**src/rtl/mgnt_pkg.sv**
```systemverilog
// Shared types for the magnet pulse controller and its gate driver.
package mgnt_pkg;

    localparam int DATABUS_WIDTH = 32;

    typedef enum logic [2:0] {
        IDLE,
        CHG_ON,
        DCHG_ON,
        DEAD,
        FLT
    } state_t;

    localparam logic [1:0] FC_NONE    = 2'b00;
    localparam logic [1:0] FC_OVERLAP = 2'b01;
    localparam logic [1:0] FC_WDOG    = 2'b10;

endpackage

```
**src/rtl/mgnt_gate_driver.sv**
```systemverilog
// Charge/discharge gate driver with break-before-make dead time, on-time watchdog and sticky fault.
// Latency: one cycle from sampled request to gate; all outputs registered.
// Backpressure: none; requests arriving during dead time are held off, never queued.
module mgnt_gate_driver #(
    parameter int DATABUS_WIDTH = mgnt_pkg::DATABUS_WIDTH,
    parameter int DT_WIDTH      = 8
) (
    input  logic                     CLK,
    input  logic                     RESET,
    input  logic                     EN,
    input  logic                     CHG_IN,
    input  logic                     DCHG_IN,
    input  logic [DT_WIDTH-1:0]      DEADTIME,
    input  logic [DATABUS_WIDTH-1:0] MAX_ON,
    input  logic                     FAULT_CLR,
    output logic                     CHG_GATE,
    output logic                     DCHG_GATE,
    output logic                     BUSY,
    output logic                     FAULT,
    output logic [1:0]               FAULT_CODE
);

    import mgnt_pkg::*;

    state_t                   state, state_nxt;
    logic [DATABUS_WIDTH-1:0] on_cnt, on_nxt;
    logic [DT_WIDTH-1:0]      dt_cnt, dt_nxt;
    logic                     chg_nxt, dchg_nxt, busy_nxt, fault_nxt;
    logic [1:0]               code_nxt;
    logic                     own_req, other_req, eval_idle;

    always_comb begin
        state_nxt = state;
        on_nxt    = on_cnt;
        dt_nxt    = dt_cnt;
        chg_nxt   = 1'b0;
        dchg_nxt  = 1'b0;
        fault_nxt = FAULT;
        code_nxt  = FAULT_CODE;
        eval_idle = 1'b0;
        own_req   = (state == CHG_ON) ? CHG_IN  : DCHG_IN;
        other_req = (state == CHG_ON) ? DCHG_IN : CHG_IN;

        case (state)
            IDLE: eval_idle = 1'b1;
            CHG_ON, DCHG_ON: begin
                if (other_req) begin
                    state_nxt = FLT;
                    fault_nxt = 1'b1;
                    code_nxt  = FC_OVERLAP;
                end else if (MAX_ON != '0 && on_cnt == MAX_ON) begin
                    state_nxt = FLT;
                    fault_nxt = 1'b1;
                    code_nxt  = FC_WDOG;
                end else if (!own_req || !EN) begin
                    state_nxt = DEAD;
                    dt_nxt    = DEADTIME;
                end else begin
                    chg_nxt  = (state == CHG_ON);
                    dchg_nxt = (state == DCHG_ON);
                    // Saturate so a disabled watchdog never sees a wrapped count.
                    if (on_cnt != '1) begin
                        on_nxt = on_cnt + 1'b1;
                    end
                end
            end
            DEAD: begin
                if (dt_cnt != '0) begin
                    dt_nxt = dt_cnt - 1'b1;
                    if (CHG_IN && DCHG_IN) begin
                        state_nxt = FLT;
                        fault_nxt = 1'b1;
                        code_nxt  = FC_OVERLAP;
                    end
                end else begin
                    eval_idle = 1'b1;
                end
            end
            FLT: begin
                if (FAULT_CLR && !CHG_IN && !DCHG_IN) begin
                    state_nxt = DEAD;
                    dt_nxt    = DEADTIME;
                    fault_nxt = 1'b0;
                    code_nxt  = FC_NONE;
                end
            end
            default: state_nxt = IDLE;
        endcase

        // Shared turn-on decision for IDLE and an expired DEAD window.
        if (eval_idle) begin
            if (CHG_IN && DCHG_IN) begin
                state_nxt = FLT;
                fault_nxt = 1'b1;
                code_nxt  = FC_OVERLAP;
            end else if (EN && CHG_IN) begin
                state_nxt = CHG_ON;
                chg_nxt   = 1'b1;
                on_nxt    = DATABUS_WIDTH'(1);
            end else if (EN && DCHG_IN) begin
                state_nxt = DCHG_ON;
                dchg_nxt  = 1'b1;
                on_nxt    = DATABUS_WIDTH'(1);
            end else begin
                state_nxt = IDLE;
            end
        end

        busy_nxt = (state_nxt != IDLE);
    end

    always_ff @(posedge CLK or negedge RESET) begin
        if (!RESET) begin
            state      <= IDLE;
            on_cnt     <= '0;
            dt_cnt     <= '0;
            CHG_GATE   <= 1'b0;
            DCHG_GATE  <= 1'b0;
            BUSY       <= 1'b0;
            FAULT      <= 1'b0;
            FAULT_CODE <= FC_NONE;
        end else begin
            state      <= state_nxt;
            on_cnt     <= on_nxt;
            dt_cnt     <= dt_nxt;
            CHG_GATE   <= chg_nxt;
            DCHG_GATE  <= dchg_nxt;
            BUSY       <= busy_nxt;
            FAULT      <= fault_nxt;
            FAULT_CODE <= code_nxt;
        end
    end

endmodule

```
**config.mk**
```make
export PLATFORM = sky130hd
export DESIGN_NAME = mgnt_gate_driver
export DESIGN_NICKNAME = d
export VERILOG_FILES = /design/src/rtl/mgnt_pkg.sv /design/src/rtl/mgnt_gate_driver.sv
export SDC_FILE = /design/constraint.sdc
export NUM_CORES = 1
export LEC_CHECK = 0
export BUFFER_PORTS_ARGS = -buffer_cell sky130_fd_sc_hd__buf_4
export CAP_MARGIN = 20
export CORE_MARGIN = 2
export CORE_UTILIZATION = 33
export DETAILED_ROUTE_END_ITERATION = 10
export HOLD_SLACK_MARGIN = 0.03
export MAX_ROUTING_LAYER = met4
export PLACE_DENSITY = 0.6
export SLEW_MARGIN = 20
export SYNTH_ARGS = -nofsm -noshare
export SYNTH_HDL_FRONTEND = slang
export SYNTH_SLANG_ARGS = --single-unit
```
**constraint.sdc**
```tcl
create_clock -name CLK -period 4.8 [get_ports CLK]
set_input_delay 0.72 -clock CLK [delete_from_list [all_inputs] [get_ports CLK]]
set_output_delay 0.72 -clock CLK [all_outputs]
set_load 0.01 [all_outputs]
```
==> flow_summary.ini, run 1 <==
[run_status]
status = completed

[power]
powerDensity_mw_per_mm2 = 321.6
seqPwrFrac = 0.438
switching_share = 0.3504
p_switching_w = 0.0004393
vdd_drop_max_v = 0.0001297
p_comb_frac = 0.306
intPower_w = 0.0008143
p_leak_nw = 1.631
clkPwrFrac = 0.256

[critical_path]
ff2ff_setup_slack_ns = 1.81
endpoint_kind = register
crit_arrival_ns = 3.24
reg2reg_from = on_cnt[2]$_DFF_PN0_
crit_path_start_kind = input pin
criticalPathCategory = in2reg
rr_endpoint = dt_cnt[5]$_DFFE_PN0P_
rr_worst_depth = 7
cp_max_fo = 14
cp.required_ns = 5.03

[drt]
drc = 0
dr.first_iter.drc_count = 128
wl_per_cell_um = 15.69
wirelength_mm = 8.503
viasPerCell = 5.360
ant_nets = 0
drt-pass1-iter-count = 5
num_vias = 2905

[global_route]
antenna_found_initial = 0
overflow = 0
grt_pass1_wl_mm = 14.58
grt_pass1_vias = 2965
grt_usage = 0.1687
grt_max_degree = 50

[sta]
setup_viol = 0
tightest_slew_ns = 0.9424
slew_viol_final = 0
fin_crit_ns = 3.004
finalSetupTns_ns = 0
fmax_mhz = 332.9
fin_crit_sh = 0.6258
finalHoldViolCount = 0
slew_headroom = 0.3675
rsz0062_at_grt = false
finalWorstSetupSlack_ns = 1.796
fin_skew_ns = 0.01353

[clock_tree]
cts_buffers = 5
cts_resized = 0
path_clk_slew_ns = 0.10
postCtsSetupRepairBufs = 0
cts_buffer_depth = 2
htree_num_levels = 2
hold_buffers = 0
insertion_delay_ns = 0.32
cts.sinks = 49
clock-root-buffer = clkbuf_8
cts_tree = built

[placement]
place_area_mm2 = 0.003777
pre_cts_ws_ns = 1.430
placedCellCount = 534
port-buffer-count = 51
place_hpwl_mm = 6.374
gp_congestion = 0.8681

[yosys]
synth_warnings = 0
ys_ff_latch = 49
ys_dominant_reg_cell = dfrtp_1
synth_async_sr_flop_share = 1.000
synth_seq_area_share = 0.3729
syn_area_per_cell_um2 = 9.083
synth_edf_count = 0
synthCells = 362
syn_nets = 411
syn-cell-area_mm2 = 0.003288
netlist-cell-type-count = 55

[layout]
fill_cells = 1020
area_growth_pct = 18.53
drive_gt1_frac = 0.1760
antenna_cells = 0
final_cell_mix = 51 x buf_4, 49 x dfrtp_1, 38 x xnor2_1
final_common_cell = buf_4
layout.nets = 457
stdcell_count = 542
stdcell_area_mm2 = 0.003897

[die]
start_util = 0.3380
core-area_mm2 = 0.009729
die_x_um = 103.8
die_area_mm2 = 0.01078
io-pin-count = 52
rows = 36
die_h_um = 103.8

[job]
drv_cap = 0

[hold_path]
hp-class = in2async
## kinds of logic after synthesis
kind of cell | after synthesis | synth area share
mux | 6 | 0.01979
buf+inv | 18 | 0.02511
flops | 49 | 0.3729
xor+xnor | 54 | 0.1438
compound gates | 60 | 0.1187
simple gates | 172 | 0.3082
fa+ha+maj | 3 | 0.01142
## power groups by stage
stage | combinational [W] | clock [W] | sequential (W)
2_1_floorplan | 0.000262 | 0 | 0.000538
3_3_place_gp | 0.000379 | 0 | 0.000553
6_report | 0.000384 | 0.000321 | 0.000549
3_5_place_dp | 0.000386 | 0 | 0.000556
4_1_cts | 0.000389 | 0.000329 | 0.000548
5_1_grt | 0.000437 | 0.000348 | 0.000559
## worst max path at each step
stage               startpoint               endpoint  slack, ns  cells after the start
finish               MAX_ON[2]  dt_cnt[5]$_DFFE_PN0P_       1.80                      8
global route         MAX_ON[6]  dt_cnt[3]$_DFFE_PN0P_       1.46                      8
floorplan           MAX_ON[16]         BUSY$_DFF_PN0_       2.38                      7
global placement     MAX_ON[2]  dt_cnt[7]$_DFFE_PN0P_       1.53                      8
CTS                  MAX_ON[2]  dt_cnt[7]$_DFFE_PN0P_       1.76                      8
detailed placement   MAX_ON[2]  dt_cnt[7]$_DFFE_PN0P_       1.43                      8
## stage by stage
| step | total power [W] | hold WS [ns] | utilization |
|---|---|---|---|
| after CTS | 0.001266 | 0.4564 | 0.4006 |
| after floorplan | 0.0007996 | 0.4244 | - |
| after global placement | 0.0009318 | 0.4679 | 0.3882 |
| after global routing | 0.001344 | 0.4723 | 0.4006 |
| final | 0.001254 | 0.4150 | 0.4006 |
| after detailed placement | 0.0009419 | 0.4707 | 0.3882 |
## flip-flops by register name, summed over array words and instances (netlist names)
name / cells
BUSY: 1
CHG_GATE: 1
FAULT: 1
state: 3
DCHG_GATE: 1
FAULT_CODE: 2
on_cnt: 32
dt_cnt: 8
## Yosys cell counts (3+ instances only)
library cell   n  area share
inv_1          6      0.0068
and4_1         6       0.016
or3_1          3      0.0057
and3_1         8       0.015
nor4_4         4       0.026
nor2b_1        8       0.015
nand2b_1       6       0.011
a22oi_1        3      0.0068
mux2i_1        5       0.015
nor3b_1        5       0.011
o21ai_0       16       0.024
nand3_1       21       0.032
clkbuf_1       7      0.0080
ha_1           3       0.011
nor4_1         8       0.015
xnor2_1       38        0.10
a21o_1         3      0.0068
a31oi_1        5      0.0095
nor3_1         3      0.0046
dfrtp_1       49        0.37
and2_1         6       0.011
a21oi_1       15       0.023
nand4_1       20       0.038
nand2_1       24       0.027
xor2_1        16       0.043
nor2_1        35       0.040
## critical path: stages
cell	delay, ns
buf_4	0.12
xnor2_1	0.23
nand4_1	0.17
nor4_4	0.38
nand3_1	0.46
a21oi_1	0.83
o21ai_0	0.20
o21ai_0	0.12
## layer usage
metal  share of wire  track usage
met5               0            -
met4           0.012      0.05212
met3           0.035      0.02454
met2            0.49       0.2716
met1            0.46       0.2206
## area by class of cell
class / count / area [um2] / share of cell area
timing repair buffer: 51 / 382.9 / 0.09823
sequential: 49 / 1226 / 0.3146
multi-input combinational: 295 / 1979 / 0.5079
clock inverter: 2 / 37.54 / 0.009631
tap: 133 / 166.4 / 0.04270
inverter: 6 / 22.52 / 0.005778
clock buffer: 6 / 82.58 / 0.02119
Note: power is estimated with default switching activity, not from simulation.
==> inputs of run 2 (changes only) <==
PLACE_DENSITY = 0.62   (was 0.6)
clock period = 2.55 ns   (was 4.8 ns; I/O delays follow)
==> run 2 against run 1 <==
Effect of this change: register-to-register slack got worse by 1.6 ns; worst hold slack lost 0.32 ns; die area is the same; power increased by 81%; via count increased by 0.55%; largest cell class unchanged; critical path type is now reg2reg; utilization increased by 1.1 points; clock skew is 0.0034 ns lower.
==> flow_summary.ini, run 2 (synthesis results as in run 1) <==
[global_route]
overflow = 0
antenna_found_initial = 0
grt_max_degree = 50
grt_usage = 0.1728
grt_pass1_wl_mm = 14.95
grt_pass1_vias = 3022

[placement]
place_hpwl_mm = 6.767
port-buffer-count = 51
gp_congestion = 0.8910

[drt]
ant_nets = 0
drt-pass1-iter-count = 4
wl_per_cell_um = 15.50
num_vias = 2921
viasPerCell = 5.216
wirelength_mm = 8.681
drc = 0
dr.first_iter.drc_count = 156

[critical_path]
cp_slowest_cell = or4_1
crit_path_start_kind = register
criticalPathCategory = reg2reg
endpoint_kind = register
crit_arrival_ns = 2.52
cp.required_ns = 2.73
cp_num_buf_inv = 0
crit_family = simple AND/OR/NAND/NOR gates
cp_slowest_stage_delay_ns = 0.52
cp_max_fo = 4
path_cells = xnor2_1, nand4_1, nor4_4, nand3_1, nand2b_1, o221ai_1, or4_1

[sta]
setup_viol = 0
finalSetupTns_ns = 0
slew_viol_final = 0
finalHoldViolCount = 0
fin_skew_ns = 0.01010
fin_crit_ns = 2.343
fin_hold_ws_ns = 0.09311
fin_crit_sh = 0.9188
fmax_mhz = 426.8
rsz0062_at_grt = false
tightest_slew_ns = 0.6346
slew_headroom = 0.5769

[layout]
largest_register_ffs = 32
regMostFlops = on_cnt
antenna_cells = 0
fill_cells = 1005
multi_input_area_mm2 = 0.001982
area_growth_pct = 21.77
seqCellArea_mm2 = 0.001226
final_cell_mix = 71 x buf_4, 49 x dfrtp_1, 38 x xnor2_1
drive_gt1_frac = 0.2131
layout.nets = 477
final_common_cell = buf_4
reg_top3 = on_cnt x32, dt_cnt x8, state x3

[clock_tree]
clock-root-buffer = clkbuf_8
postCtsSetupRepairBufs = 0
cts_tree = built
path_clk_slew_ns = 0.09
cts.sinks = 49
cts_buffer_depth = 2
cts_resized = 0
insertion_delay_ns = 0.30
hold_buffers = 0
cts_buffers = 5
htree_num_levels = 2

[power]
p_leak_nw = 1.715
powerDensity_mw_per_mm2 = 566.2
vdd_drop_max_v = 0.0002081
power.total_w = 0.002267

[job]
drv_cap = 0

[die]
die_h_um = 103.8
core-area_mm2 = 0.009729
io-pin-count = 52
rows = 36
start_util = 0.3380
die_x_um = 103.8
die_area_mm2 = 0.01078

[hold_path]
hp-class = in2async

[run_status]
status = completed
[run 2: cell types whose count changed in the layout (fill, tap and decap cells not counted)]
cell	previous run	this run
buf_4	51	71
and2_0	1	0
and2_1	6	7
bufinv_16	1	0
clkbuf_8	6	5
clkinv_2	0	1
clkinvlp_4	1	0
nand2b_1	6	5
nand2b_2	0	1
o21ai_0	15	16
o21ai_1	1	0
[run 2: cell type report]
type / count / share of cell area
flip-flops and latches: 49 / 0.3063
multi-input cells: 295 / 0.4950
inverters: 6 / 0.005625
well taps: 133 / 0.04156
repair buffers: 71 / 0.1331
clock buffers: 5 / 0.01719
clock inverters: 1 / 0.001250
[run 2: worst register-to-register path, delay by kind of cell, from the launching register on]
kind            cells  cell delay (ns)
flops               1             0.46
compound gates      1             0.18
xor+xnor            1             0.22
simple gates        5             1.36
[run 2: metrics by stage]
| stage | std cells | util | area (um2) | setup slack [ns] |
|---|---|---|---|---|
| finish | 560 | 0.4115 | 4004 | 0.2071 |
| global route | 560 | 0.4115 | 4004 | 0.02430 |
| CTS | 560 | 0.4113 | 4001 | 0.1409 |
| detailed placement | 554 | 0.4037 | 3928 | 0.01691 |
| global placement | 554 | 0.4037 | 3928 | 0.06388 |
| floorplan | 362 | - | 3288 | 0.3150 |
[run 2: final timing paths]
kind                                     start                    end  slack (ns)  cells past startpoint
max                        on_cnt[4]$_DFF_PN0_         BUSY$_DFF_PN0_        0.21                      7
min                                      RESET   on_cnt[27]$_DFF_PN0_        0.09                      1
max reg2reg                on_cnt[4]$_DFF_PN0_         BUSY$_DFF_PN0_        0.21                      7
min reg2reg                    FAULT$_DFF_PN0_        FAULT$_DFF_PN0_        0.49                      1
max in group asynchronous                RESET   on_cnt[16]$_DFF_PN0_        2.03                      1
min in group CLK                   DEADTIME[5]  dt_cnt[5]$_DFFE_PN0P_        0.37                      3
[run 2: power breakdown]
part | leakage (nW) | total (W) | internal, W | switching, W
registers | 0.650 | 0.000990 | 0.000900 | 0.0000893
clock network | 0.0399 | 0.000435 | 0.000181 | 0.000254
logic | 1.03 | 0.000842 | 0.000380 | 0.000462
total | 1.71 | 0.00227 | 0.00146 | 0.000805
[run 2: per-layer routing]
metal	up-vias	GRT usage	wire [um]
met4	0	0.04730	119
met1	1434	0.2114	3921
met2	37	0.3003	4400
li1	1440	-	-
met5	-	-	0
met3	10	0.02203	240
